[src/rtl/cfg_chain_loader_pkg.sv]
// Shared types and constants for the APIR-DSP config-chain loader.
// The CFG_READBACK_EN build uses the CRC-8 constants and step function.
package apir_cfg_pkg;

   typedef enum logic [1:0] {
      IDLE   = 2'd0,
      SHIFT  = 2'd1,
      VERIFY = 2'd2,
      DONE   = 2'd3
   } cfg_state_e;

   localparam logic [7:0] CRC8_POLY = 8'h07;
   localparam logic [7:0] CRC8_INIT = 8'h00;

   // One serial CRC-8 step, MSB-first feedback.
   function automatic logic [7:0] crc8_step(input logic [7:0] c,
                                            input logic       d);
      logic fb;
      fb = c[7] ^ d;
      return {c[6:0], 1'b0} ^ (fb ? CRC8_POLY : 8'h00);
   endfunction

endpackage

[src/rtl/cfg_chain_loader_if.sv]
// Host configuration word stream (valid/ready).
// master = host side, slave = loader side.
interface cfg_chain_loader_if #(
   parameter int WORD_W = 32
) ();
   logic [WORD_W-1:0] cfg_word;
   logic              cfg_valid;
   logic              cfg_ready;

   modport master (output cfg_word, output cfg_valid, input cfg_ready);
   modport slave  (input cfg_word, input cfg_valid, output cfg_ready);
endinterface

[src/rtl/cfg_crc8_serial.sv]
// Serial CRC-8 accumulator, one bit per enabled cycle.
// crc_next exposes the value after the current bit for same-cycle compares.
module cfg_crc8_serial
   import apir_cfg_pkg::*;
(
   input  logic       clk,
   input  logic       rst_n,
   input  logic       clear,
   input  logic       en,
   input  logic       din,
   output logic [7:0] crc,
   output logic [7:0] crc_next
);

   logic [7:0] crc_q;
   logic [7:0] crc_d;

   assign crc_next = crc8_step(crc_q, din);
   assign crc      = crc_q;

   // Clear wins over accumulate.
   always_comb begin
      crc_d = crc_q;
      if (clear)   crc_d = CRC8_INIT;
      else if (en) crc_d = crc_next;
   end

   // CRC register.
   always_ff @(posedge clk) begin
      if (!rst_n) crc_q <= CRC8_INIT;
      else        crc_q <= crc_d;
   end

endmodule

[src/rtl/cfg_chain_loader.sv]
// Scan-chain config loader: host words in, CHAIN_LEN serial bits out.
// CFG_READBACK_EN adds a CRC-checked rotate-back VERIFY pass.
module cfg_chain_loader
   import apir_cfg_pkg::*;
#(
   parameter int CHAIN_LEN = 64,
   parameter int WORD_W    = 32
) (
   input  logic              clk,
   input  logic              rst_n,
   input  logic              start,
   input  logic              abort,
   cfg_chain_loader_if.slave cfg,
   output logic              busy,
   output logic              done,
   output logic              error,
   output logic              configuration_input,
   output logic              configuration_enable,
   input  logic              configuration_output
);

   localparam int CNT_W  = $clog2(CHAIN_LEN + 1);
   localparam int NWORDS = (CHAIN_LEN + WORD_W - 1) / WORD_W;
   localparam int WC_W   = $clog2(NWORDS + 1);
   localparam int BI_W   = (WORD_W > 1) ? $clog2(WORD_W) : 1;

   cfg_state_e        state_q, state_d;
   logic [CNT_W-1:0]  cnt_q, cnt_d;
   logic [WORD_W-1:0] buf_q, buf_d;
   logic [BI_W-1:0]   bidx_q, bidx_d;
   logic              bvld_q, bvld_d;
   logic [WC_W-1:0]   wcnt_q, wcnt_d;
   logic              error_q, error_d;

   logic shift_act;
   logic last_bit;
   logic accept;
   logic verify_act;

   assign shift_act = (state_q == SHIFT) && bvld_q;
   assign last_bit  = shift_act &&
                      ((bidx_q == BI_W'(WORD_W - 1)) ||
                       (cnt_q == CNT_W'(1)));
   assign cfg.cfg_ready = (state_q == SHIFT) &&
                          (!bvld_q || last_bit) &&
                          (wcnt_q != WC_W'(NWORDS));
   assign accept = cfg.cfg_valid && cfg.cfg_ready;

`ifdef CFG_READBACK_EN
   logic [7:0] crc_a;
   logic [7:0] crc_b_nxt;
   logic [7:0] unused_a_nxt;
   logic [7:0] unused_b;
   logic       crc_clr;

   assign verify_act = (state_q == VERIFY);
   assign crc_clr    = (state_q == IDLE) && start;

   cfg_crc8_serial u_crc_sent (
      .clk      (clk),
      .rst_n    (rst_n),
      .clear    (crc_clr),
      .en       (shift_act),
      .din      (buf_q[0]),
      .crc      (crc_a),
      .crc_next (unused_a_nxt)
   );

   cfg_crc8_serial u_crc_back (
      .clk      (clk),
      .rst_n    (rst_n),
      .clear    (crc_clr),
      .en       (verify_act),
      .din      (configuration_output),
      .crc      (unused_b),
      .crc_next (crc_b_nxt)
   );
`else
   logic unused_cfg_out;
   assign verify_act     = 1'b0;
   assign unused_cfg_out = configuration_output;
`endif

   assign configuration_enable = shift_act || verify_act;
   assign configuration_input  = shift_act  ? buf_q[0] :
                                 verify_act ? configuration_output :
                                 1'b0;
   assign busy  = (state_q != IDLE);
   assign done  = (state_q == DONE);
   assign error = error_q;

   // Next state: word buffer, bit counter, sticky error.
   always_comb begin
      state_d = state_q;
      cnt_d   = cnt_q;
      buf_d   = buf_q;
      bidx_d  = bidx_q;
      bvld_d  = bvld_q;
      wcnt_d  = wcnt_q;
      error_d = error_q;
      unique case (state_q)
         IDLE: begin
            if (start) begin
               state_d = SHIFT;
               cnt_d   = CNT_W'(CHAIN_LEN);
               error_d = 1'b0;
               wcnt_d  = '0;
               bvld_d  = 1'b0;
               bidx_d  = '0;
            end
         end
         SHIFT: begin
            if (accept) begin
               buf_d  = cfg.cfg_word;
               bidx_d = '0;
               bvld_d = 1'b1;
               wcnt_d = wcnt_q + WC_W'(1);
            end else if (last_bit) begin
               bvld_d = 1'b0;
            end else if (shift_act) begin
               buf_d  = buf_q >> 1;
               bidx_d = bidx_q + BI_W'(1);
            end
            if (shift_act) cnt_d = cnt_q - CNT_W'(1);
            if (abort) begin
               state_d = IDLE;
               bvld_d  = 1'b0;
               buf_d   = '0;
               error_d = 1'b1;
            end else if (shift_act && cnt_q == CNT_W'(1)) begin
`ifdef CFG_READBACK_EN
               state_d = VERIFY;
               cnt_d   = CNT_W'(CHAIN_LEN);
`else
               state_d = DONE;
`endif
            end
         end
`ifdef CFG_READBACK_EN
         VERIFY: begin
            cnt_d = cnt_q - CNT_W'(1);
            if (abort) begin
               state_d = IDLE;
               error_d = 1'b1;
            end else if (cnt_q == CNT_W'(1)) begin
               if (crc_a == crc_b_nxt) begin
                  state_d = DONE;
               end else begin
                  state_d = IDLE;
                  error_d = 1'b1;
               end
            end
         end
`endif
         DONE:    state_d = IDLE;
         default: state_d = IDLE;
      endcase
   end

   // Loader state registers.
   always_ff @(posedge clk) begin
      if (!rst_n) begin
         state_q <= IDLE;
         cnt_q   <= '0;
         buf_q   <= '0;
         bidx_q  <= '0;
         bvld_q  <= 1'b0;
         wcnt_q  <= '0;
         error_q <= 1'b0;
      end else begin
         state_q <= state_d;
         cnt_q   <= cnt_d;
         buf_q   <= buf_d;
         bidx_q  <= bidx_d;
         bvld_q  <= bvld_d;
         wcnt_q  <= wcnt_d;
         error_q <= error_d;
      end
   end

endmodule

[src/flat_wrapper.sv]
// flat-port wrapper written by rule: the top's interface ports become plain ports
module cfg_chain_loader_flat import apir_cfg_pkg::*;
#(
   parameter int CHAIN_LEN = 64,
   parameter int WORD_W    = 32
)
  (clk, rst_n, start, abort, busy, done, error, configuration_input, configuration_enable, configuration_output, cfg_cfg_word, cfg_cfg_valid, cfg_cfg_ready);
  cfg_chain_loader_if #(.WORD_W(WORD_W)) cfg_i ();
  input  logic clk;
  input  logic rst_n;
  input  logic start;
  input  logic abort;
  output logic busy;
  output logic done;
  output logic error;
  output logic configuration_input;
  output logic configuration_enable;
  input  logic configuration_output;
  input wire logic [$bits(cfg_i.cfg_word)-1:0] cfg_cfg_word;
  input wire logic [$bits(cfg_i.cfg_valid)-1:0] cfg_cfg_valid;
  output wire logic [$bits(cfg_i.cfg_ready)-1:0] cfg_cfg_ready;
  assign cfg_i.cfg_word = cfg_cfg_word;
  assign cfg_i.cfg_valid = cfg_cfg_valid;
  assign cfg_cfg_ready = cfg_i.cfg_ready;
  cfg_chain_loader #(.CHAIN_LEN(CHAIN_LEN), .WORD_W(WORD_W)) u_core (.clk(clk), .rst_n(rst_n), .start(start), .abort(abort), .cfg(cfg_i), .busy(busy), .done(done), .error(error), .configuration_input(configuration_input), .configuration_enable(configuration_enable), .configuration_output(configuration_output));
endmodule
[config.mk]
export PLATFORM = sky130hd
export DESIGN_NAME = cfg_chain_loader_flat
export DESIGN_NICKNAME = d
export VERILOG_FILES = /design/src/rtl/cfg_chain_loader_pkg.sv /design/src/rtl/cfg_chain_loader_if.sv /design/src/rtl/cfg_crc8_serial.sv /design/src/rtl/cfg_chain_loader.sv /design/src/flat_wrapper.sv
export SDC_FILE = /design/constraint.sdc
export NUM_CORES = 1
export LEC_CHECK = 0
export ABC_AREA = 1
export ABC_CLOCK_PERIOD_IN_PS = 2200
export BUFFER_PORTS_ARGS = -buffer_cell sky130_fd_sc_hd__clkbuf_2
export CAP_MARGIN = 5
export CORE_UTILIZATION = 53
export DETAILED_ROUTE_END_ITERATION = 16
export PLACE_DENSITY = 0.82
export SLEW_MARGIN = 40
export SYNTH_ARGS = -nofsm -noshare
export SYNTH_HDL_FRONTEND = slang
export SYNTH_SLANG_ARGS = --single-unit
[constraint.sdc]
create_clock -name clk -period 2.2 [get_ports clk]
set_input_delay 0.11 -clock clk [delete_from_list [all_inputs] [get_ports clk]]
set_output_delay 0.11 -clock clk [all_outputs]
set_load 0.02 [all_outputs]
==> impl_metrics.csv, run 1 <==
group,metric,value,unit
synth,ys_seq_elements,50,
synth,synth_top_family_by_area,"simple AND/OR/NAND/NOR gates",
floorplanning,die_area,5320,um^2
route,dr.pass1.iters,4,
sta,slew_headroom,73.9,%
synth,synth.distinct_cells,30,
sta,fin_setup_tns,0,ns
clock_tree,htree_levels,2,
clock_tree,path_clk_slew,0.09,ns
critical_path,cpMaxStageDelayCell,"dfxtp_2",
route,ant_nets,0,
clock_tree,cts_buffers,5,
sta,period_share,92.2,%
clock_tree,insertion_delay,0.30,ns
route,viasPerCell,5.23,
synth,synth_xor_area_share,1.64,%
power,seqPwrFrac,51.8,%
floorplanning,die_width,72.9,um
route,first_iter_violations,205,
finish,drive_gt1_share,17.7,%
synth,async_flop_share,0,%
critical_path,worstSetupPathType,"reg -> out",
critical_path,end_kind,"output port",
synth,synthAdderAreaFrac,2.35,%
placement,pre_cts_ws,0.158,ns
critical_path,cp_max_fo,4,
power,p_clk_share,29.6,%
floorplanning,rows,25,
synth,synthMuxAreaShare,0,%
synth,synth_ff_type,"dfxtp_1",
global_route,antenna_found_initial,0,
finish,area_delta_synth_final,15.0,%
critical_path,crit_required,2.09,ns
synth,synth-compound-area-share,10.9,%
critical_path,cp.arrival,1.92,ns
critical_path,worstPathCellList,"ha_1, nand2_1, nor2_1, ha_1, inv_1, a31oi_4, buf_6, inv_1, nor2_1, clkbuf_4",
synth,synth-simple-area-share,38.8,%
critical_path,slowest_delay,0.36,ns
clock_tree,root_buffer,"clkbuf_8",
critical_path,worst-path-buf-inv,4,
finish,instances_no_fill,503,
sta,rsz0062_at_grt,"no",
sta,setup_viol,0,
power,p_per_area,607,nW/um^2
synth,ys_seq_area_share,37.5,%
power,p_int,1320,uW
clock_tree,cts_tree,"yes",
power,p_switching,540,uW
sta,fmaxAchievable,0.493,GHz
route,vias,2630,
power,p_leak,0.00136,uW
sta,worst_slew_pin_slew,0.391,ns
route,drc_errors,0,
sta,layout_setup_ws,0.172,ns
synth,synth_area,2670,um^2
sta,period_minus_slack,2.03,ns
global_route,grt_max_degree,38,
synth,netlist_top_cells_area,"dfxtp_1 (38%), nand2_1 (22%), nand4_1 (7.7%)",
global_route,grtUsageTotal,23.5,%
route,drt_wl_total,5830,um
synth,synthTopCellsByCount,"nand2_1 (153), dfxtp_1 (50), a21oi_1 (39)",
global_route,grt_pass1_wl,9890,um
finish,final_area,3070,um^2
route,wl_per_cell,11.6,um
power,switching_share,29.0,%
placement,dp_cells,493,
synth,yosysMostFrequentCell,"nand2_1",
sta,slew_viol_final,0,
sta,hold_viol_final,0,
hold_path,min_path_type,"in -> reg",
critical_path,start_kind,"register",
power,power_frac_comb,18.5,%
clock_tree,hold_buffers,0,
floorplanning,dieHeight,72.9,um
global_route,overflow,0,
synth,synth_edf_count,0,
global_route,grt_pass1_vias,2396,
finish,diodes,0,
sta,clock_skew,0.00743,ns
outcome,outcome,"complete, no violations",
run,maxCapViolCount,0,
floorplanning,io_pins,44,
synth,ys_warn_count,0,
power,vdd_drop_max,0.000498,V
floorplanning,start_util,55.7,%
floorplanning,coreArea,4790,um^2
synth,synth.avg_cell_area,6.69,um^2
finish,nNetsFinal,478,
clock_tree,cts_sinks,50,
synth,synth_nets,442,
critical_path,path_delay_family,"buffers and inverters",
placement,routabilityCongestion,0.853,
placement,place_area,2930,um^2
synth,synth_top_area_share,37.5,%
placement,hpwlAfterDp,3890,um
synth,yosys.area.top_type,"dfxtp_1",
synth,netlist_instances,399,
clock_tree,cts_max_path_buffers,2,
placement,port-buffer-count,42,
[cells in the final DEF (no fill, tap or decap)]
master and n:
buf_6 1, xor2_1 5, inv_1 26, a211oi_1 2
inv_2 3, nor2_2 2, nand3_4 1, clkinvlp_4 1
o21ai_0 4, nor3b_1 1, nor2_1 26, a21oi_2 1
dfxtp_1 48, clkbuf_4 1, clkbuf_2 41, a21oi_1 39
nor3b_2 1, ha_1 5, nand3_2 1, nor3_1 2
buf_4 7, nand3b_1 1, dfxtp_2 2, a31oi_4 1
o31ai_1 2, nand4_1 33, buf_12 3, nand2_4 1
o21a_1 1, nand2_1 152, o211ai_1 1, clkinv_2 1
nand2_2 2, clkbuf_8 6, nor2_4 1, nand3_1 11
[area by class of cell]
cell class	instances	area, um^2
fillers	436	1720
multi-input cells	296	1440
flip-flops and latches	50	1000
repair buffers	53	337
inverters	29	109
well taps	67	83.8
clock buffers	6	82.6
clock inverters	2	12.5
[flip-flops by register name, indices dropped and copies added, names as in the netlist]
name / cells
u_core.cnt_q: 7
u_core.error: 1
u_core.bidx_q: 5
u_core.bvld_q: 1
u_core.wcnt_q: 2
u_core.buf_q: 32
u_core.state_q: 2
[worst reg2reg max path: stages (launching register included)]
cell	delay [ns]
dfxtp_2	0.35
ha_1	0.22
nand2_1	0.07
nor2_1	0.04
ha_1	0.18
inv_1	0.11
a31oi_4	0.12
buf_6	0.14
buf_4	0.14
o21a_1	0.13
nor2_4	0.17
o21ai_0	0.12
inv_1	0.08
nor2_1	0.04
[per-stage QoR]
step / power, uW / hold WS, ns / utilization, %
CTS: 1870 / 0.0769 / 63.9
floorplan: 1220 / 0.273 / -
detailed placement: 1310 / 0.401 / 61.2
global route: 1970 / 0.0818 / 64.1
finish: 1860 / 0.0826 / 64.1
global placement: 1300 / 0.402 / 61.2
[what timing repair did]
item	4_1_cts	5_1_grt
hold endpoints to repair	0	0
setup buffers	2	0
pin swaps	0	1
setup endpoints to repair	1	14
gates resized for setup	2	4
[kinds of logic after synthesis]
family / Yosys count
adder cells (fa/ha/maj): 5
flip-flops: 50
AND/OR/NAND/NOR: 235
AO/OA/AOI/OAI: 51
XOR/XNOR: 5
buffers and inverters: 53
[power by group through the flow]
stage / sequential [uW] / combinational (uW) / clock [uW]
after floorplan: 981 / 239 / 0
after global placement: 984 / 319 / 0
after detailed placement: 985 / 325 / 0
after CTS: 964 / 341 / 570
after global routing: 971 / 390 / 612
final: 965 / 345 / 552
[metal layers]
metal  up-vias  track usage (%)  routed length, um
li1       1365                -                  -
met1      1187             27.4               2580
met2        68             41.8               2890
met3        10             4.56                267
met4         0             10.0                 90
met5         -                0                  0
[path summary, 6_finish.rpt]
path	from	endpoint	slack [ns]	cells after the start
setup / recovery	u_core.bidx_q[0]	cfg_cfg_ready	0.17	10
hold / removal	abort	u_core.error	0.08	3
setup reg to reg	u_core.bidx_q[0]	u_core.bidx_q[3]	0.20	13
hold reg to reg	u_core.buf_q[0]	u_core.buf_q[0]	0.46	2
Power figures use the tool's default switching activity.
==> run 2: changes to the inputs <==
--- a/config.mk
+++ b/config.mk
@@ -6,7 +6,7 @@
 export NUM_CORES = 1
 export LEC_CHECK = 0
 export ABC_AREA = 1
-export ABC_CLOCK_PERIOD_IN_PS = 2200
+export ABC_CLOCK_PERIOD_IN_PS = 2100
 export BUFFER_PORTS_ARGS = -buffer_cell sky130_fd_sc_hd__clkbuf_2
 export CAP_MARGIN = 5
 export CORE_UTILIZATION = 53
==> constraint.sdc (replaced) <==
create_clock -name clk -period 2.1 [get_ports clk]
set_input_delay 0.105 -clock clk [delete_from_list [all_inputs] [get_ports clk]]
set_output_delay 0.105 -clock clk [all_outputs]
set_load 0.02 [all_outputs]
==> impl_metrics.csv, run 2 (same netlist as run 1, synthesis figures left out) <==
group,metric,value,unit
power,p_per_area,654,nW/um^2
placement,dp_cells,493,
sta,period_minus_slack,2.04,ns
sta,period_share,97.4,%
critical_path,crit_required,2.28,ns
global_route,antenna_found_initial,0,
finish,nNetsFinal,484,
critical_path,cp.arrival,2.23,ns
route,viasPerCell,5.26,
sta,setup_viol,0,
placement,hpwlAfterDp,3920,um
floorplanning,io_pins,44,
outcome,outcome,"complete, no violations",
route,drc_errors,0,
sta,fmaxAchievable,0.489,GHz
finish,final_core_util,67.4,%
finish,final_common_cell,"nand2_1",
hold_path,hold_path.startpoint,"abort",
floorplanning,die_width,72.9,um
route,dr.pass1.iters,4,
critical_path,worstSetupPathType,"reg -> reg",
placement,place_area,2930,um^2
finish,reg_top3,"u_core.buf_q: 32 flops, u_core.cnt_q: 7 flops, u_core.bidx_q: 5 flops",
power,vdd_drop_max,0.000435,V
critical_path,regToRegSetupSlack,0.06,ns
run,maxCapViolCount,0,
critical_path,worstPathCellList,"ha_4, nand2_2, nor2_2, ha_2, inv_2, a31oi_4, buf_6, nand3_4, nand2_4, nand2_8, clkbuf_16, nand2_1, a21oi_1",
critical_path,crit_start,"u_core.bidx_q[0]",
power,totalPowerFinal,2110,uW
sta,worst_slew_pin_slew,0.401,ns
sta,slew_viol_final,0,
critical_path,slowest_delay,0.38,ns
sta,clock_skew,0.00874,ns
placement,routabilityCongestion,0.838,
route,drt_wl_total,6420,um
route,first_iter_violations,192,
sta,layout_setup_ws,0.0555,ns
critical_path,cp_max_fo,7,
global_route,grt_max_degree,38,
clock_tree,cts_buffers,5,
clock_tree,path_clk_slew,0.09,ns
finish,drive_gt1_share,20.6,%
critical_path,end_kind,"register",
finish,fillCellCount,406,
clock_tree,insertion_delay,0.31,ns
critical_path,cpMaxStageDelayCell,"dfxtp_4",
sta,slew_headroom,73.2,%
sta,rsz0062_at_grt,"yes",
floorplanning,start_util,55.7,%
finish,final_area,3230,um^2
clock_tree,cts_max_path_buffers,2,
critical_path,worst-path-buf-inv,3,
route,ant_nets,0,
global_route,overflow,0,
clock_tree,htree_levels,2,
power,p_leak,0.00142,uW
clock_tree,cts_sinks,50,
critical_path,start_kind,"register",
clock_tree,hold_buffers,0,
floorplanning,coreArea,4790,um^2
floorplanning,dieHeight,72.9,um
placement,pre_cts_ws,0.0502,ns
finish,area_delta_synth_final,21.0,%
finish,instances_no_fill,508,
hold_path,min_path_type,"in -> reg",
finish,multi_input_area,1490,um^2
finish,regMostFlops,"u_core.buf_q",
finish,largest_reg_flops,32,
critical_path,path_delay_family,"simple AND/OR/NAND/NOR gates",
clock_tree,root_buffer,"clkbuf_8",
finish,diodes,0,
floorplanning,rows,25,
global_route,grtUsageTotal,23.5,%
sta,hold_viol_final,0,
route,vias,2674,
placement,port-buffer-count,42,
clock_tree,cts_tree,"yes",
route,wl_per_cell,12.6,um
floorplanning,die_area,5320,um^2
global_route,grt_pass1_wl,9830,um
global_route,grt_pass1_vias,2271,
finish,final_cell_mix,"nand2_1 (148), dfxtp_1 (48), clkbuf_2 (41)",
finish,regArea,1010,um^2
critical_path,r2r-start,"u_core.bidx_q[0]",
-- run 2: cell count changes in the layout (fill, tap and decap cells not counted), moves of 2 or more --
| cell | change |
|---|---|
| nand2_4 | +2 |
| nor2_1 | -2 |
| ha_1 | -2 |
| buf_4 | +2 |
| buf_6 | +3 |
| nor2_2 | +3 |
| clkbuf_16 | +2 |
| nand2_1 | -4 |
-- run 2: routing by layer --
layer	track usage, %	vias up	wire, um
li1	-	1377	-
met1	29.4	1205	2810
met2	41.4	83	3150
met3	4.56	9	394
met4	6.10	0	63
met5	0	-	0
-- run 2: final cells by class --
| cell class | instances | area share (%) |
|---|---|---|
| tap | 67 | 2.60 |
| sequential | 50 | 31.2 |
| timing repair buffer | 59 | 13.3 |
| multi-input combinational | 296 | 46.1 |
| clock inverter | 1 | 0.931 |
| inverter | 29 | 3.37 |
| clock buffer | 6 | 2.56 |
-- run 2: path summary, 6_finish.rpt --
kind,end,cells past startpoint
setup / recovery,u_core.buf_q[10],13
hold / removal,u_core.error,3
setup reg to reg,u_core.buf_q[10],13
hold reg to reg,u_core.buf_q[24],2
-- run 2: metrics by stage --
step                      hold WS [ns]  TNS, ns
after floorplan                  0.268        0
after global placement           0.394        0
after detailed placement         0.398        0
after CTS                       0.0732        0
after global routing            0.0914   -0.262
final                           0.0838        0
-- run 2: report_power, final --
group          total (uW)  switching, uW  leakage (uW)  internal, uW
combinational         397            237      0.000959           161
sequential           1020           33.5      0.000406           982
clock                 699            318     0.0000573           381
-- run 2: worst min-delay path, cell delays in order --
cell      delay, ns
clkbuf_2       0.10
inv_1          0.07
o31ai_1        0.07
-- run 2: what timing repair did --
action                                  4_1_cts  5_1_grt
gates cloned                                  0        3
gates resized for setup                       2       24
pin swaps                                     1        4
endpoints found under the setup margin        1       40
buffers inserted                              2        3
==> run 3: changes to the inputs <==
--- a/config.mk
+++ b/config.mk
@@ -5,7 +5,6 @@
 export SDC_FILE = /design/constraint.sdc
 export NUM_CORES = 1
 export LEC_CHECK = 0
-export ABC_AREA = 1
 export ABC_CLOCK_PERIOD_IN_PS = 2100
 export BUFFER_PORTS_ARGS = -buffer_cell sky130_fd_sc_hd__clkbuf_2
 export CAP_MARGIN = 5
==> impl_metrics.csv, run 3 <==
group,metric,value,unit
outcome,outcome,"complete, no violations",
global_route,grtUsageTotal,23.5,%
critical_path,regToRegSetupSlack,0.10,ns
synth,ys_seq_elements,50,
finish,nNetsFinal,377,
finish,largest_reg_flops,32,
sta,worst_slew_pin_slew,0.531,ns
route,first_iter_violations,227,
synth,synth_nets,340,
critical_path,cp_max_fo,8,
clock_tree,cts_buffers,5,
sta,period_minus_slack,2.00,ns
critical_path,reg2regPathDepth,8,
finish,final_common_cell,"nand3_1",
finish,area_delta_synth_final,20.2,%
placement,port-buffer-count,42,
sta,slew_viol_final,0,
hold_path,worst_hold_path.endpoint,"u_core.buf_q[20]",
finish,diodes,0,
synth,netlist_top_cells_area,"dfxtp_1 (41%), nand3_1 (13%), o211ai_1 (9.9%)",
floorplanning,die_width,69.6,um
clock_tree,cts_max_path_buffers,2,
sta,period_share,95.2,%
critical_path,start_kind,"register",
power,p_switching,503,uW
clock_tree,cts_tree,"yes",
power,power_frac_comb,12.7,%
power,switching_share,25.7,%
power,p_int,1450,uW
synth,yosys.area.top_type,"dfxtp_1",
synth,yosysMostFrequentCell,"nand3_1",
synth,synth_top_area_share,41.3,%
sta,clock_skew,0.00897,ns
placement,place_area,2690,um^2
route,wl_met1,2640,um
clock_tree,root_buffer,"clkbuf_8",
floorplanning,io_pins,44,
power,p_leak,0.00107,uW
sta,slew_headroom,63.6,%
route,routed-wl-met2,2730,um
route,wl_met3,299,um
power,seqPwrFrac,51.3,%
power,vdd_drop_max,0.000412,V
synth,synth.avg_cell_area,8.16,um^2
global_route,grt_pass1_vias,2173,
hold_path,min_path_type,"in -> reg",
sta,fmaxAchievable,0.500,GHz
critical_path,r2r_end,"u_core.buf_q[0]",
clock_tree,htree_levels,2,
global_route,antenna_found_initial,0,
critical_path,worstSetupPathType,"reg -> reg",
clock_tree,insertion_delay,0.31,ns
finish,instances_no_fill,387,
synth,async_flop_share,0,%
hold_path,min_path_cells,3,
power,p_per_area,672,nW/um^2
finish,final_cell_mix,"nand3_1 (65), dfxtp_1 (49), clkbuf_2 (42)",
synth,netlist_instances,297,
critical_path,crit_required,2.29,ns
critical_path,cp.arrival,2.19,ns
synth,synth_edf_count,0,
route,topRoutingLayerUsed,"met4",
synth,ys_warn_count,0,
route,viasPerCell,6.02,
finish,fillCellCount,363,
critical_path,end_kind,"register",
clock_tree,hold_buffers,0,
sta,rsz0062_at_grt,"no",
synth,synth_area,2420,um^2
finish,drive_gt1_share,21.5,%
power,p_clk_share,36.0,%
placement,hpwlAfterDp,3550,um
placement,dp_cells,375,
finish,reg_top3,"u_core.buf_q: 32 flops, u_core.cnt_q: 7 flops, u_core.bidx_q: 5 flops",
route,vias,2329,
run,maxCapViolCount,0,
route,drc_errors,0,
floorplanning,rows,24,
floorplanning,start_util,55.3,%
synth,ys_seq_area_share,41.3,%
global_route,grt_max_degree,34,
synth,synthTopCellsByCount,"nand3_1 (65), dfxtp_1 (50), nand2_1 (39)",
global_route,grt_pass1_wl,9320,um
synth,synth_ff_type,"dfxtp_1",
finish,regMostFlops,"u_core.buf_q",
finish,final_core_util,66.4,%
sta,hold_viol_final,0,
finish,final_area,2910,um^2
floorplanning,coreArea,4380,um^2
floorplanning,dieHeight,69.6,um
floorplanning,die_area,4840,um^2
sta,whs,0.0325,ns
route,wl_per_cell,14.9,um
clock_tree,cts_sinks,50,
route,drt_wl_total,5780,um
critical_path,r2r-start,"u_core.bidx_q[0]",
synth,synth.distinct_cells,42,
route,ant_nets,0,
hold_path,hold_path.startpoint,"cfg_cfg_word[20]",
global_route,overflow,0,
sta,setup_viol,0,
route,dr.pass1.iters,4,
placement,routabilityCongestion,0.811,
sta,fin_setup_tns,0,ns
clock_tree,path_clk_slew,0.10,ns
==> run 3: cells by family after synthesis <==
logic type	after synthesis	synth area share [%]
fa+ha+maj	5	2.58
flops	50	41.3
buf+inv	33	6.15
mux	2	0.878
simple gates	144	30.0
xor+xnor	4	1.45
compound gates	59	17.6
==> run 3: what timing repair did <==
action	in CTS	in global routing
buffers inserted	0	1
setup endpoints to repair	0	35
resized for setup	0	8
==> run 3: power by group through the flow <==
stage | combinational [uW] | sequential [uW] | clock, uW
floorplan | 144 | 1020 | 0
global placement | 215 | 1020 | 0
detailed placement | 219 | 1020 | 0
CTS | 220 | 1000 | 728
global route | 271 | 1010 | 757
finish | 249 | 1000 | 705
==> run 3: area by class of cell <==
type / count / area (um^2) / share of cell area [%]
flip-flops and latches: 50 / 1000 / 34.4
clock inverters: 3 / 47.5 / 1.63
clock buffers: 5 / 68.8 / 2.36
repair buffers: 55 / 372 / 12.8
well taps: 52 / 65.1 / 2.23
multi-input cells: 214 / 1330 / 45.6
inverters: 8 / 30.0 / 1.03
==> run 3: worst max-delay path, cell delays in order, from the launching register on <==
cell	delay, ns
dfxtp_2	0.34
ha_2	0.18
and3_1	0.18
ha_1	0.18
nand2b_4	0.16
a21o_4	0.23
a31oi_4	0.29
clkbuf_16	0.23
o211ai_1	0.10
==> run 3: metal layers <==
metal,track usage (%),vias up
met5,0,-
met3,5.23,14
met2,37.2,66
met4,10.7,0
li1,-,1154
met1,30.5,1095
==> run 3: worst max-delay path by stage <==
stage / to / startpoint / depth (start not counted) / slack (ns)
after CTS: u_core.buf_q[0] / u_core.bidx_q[0] / 8 / 0.02
after global routing: u_core.buf_q[0] / u_core.bidx_q[1] / 8 / 0.03
after global placement: u_core.buf_q[6] / u_core.bidx_q[0] / 8 / 0.08
after detailed placement: u_core.buf_q[15] / u_core.bidx_q[0] / 8 / 0.05
after floorplan: u_core.bidx_q[0] / u_core.bidx_q[0] / 8 / 0.19
final: u_core.buf_q[0] / u_core.bidx_q[0] / 8 / 0.10
==> run 3: through the flow <==
stage	total power, uW	setup WS (ns)
after floorplan	1160	0.188
after global placement	1240	0.0758
after detailed placement	1240	0.0488
after CTS	1950	0.0198
after global routing	2040	0.0293
final	1960	0.101
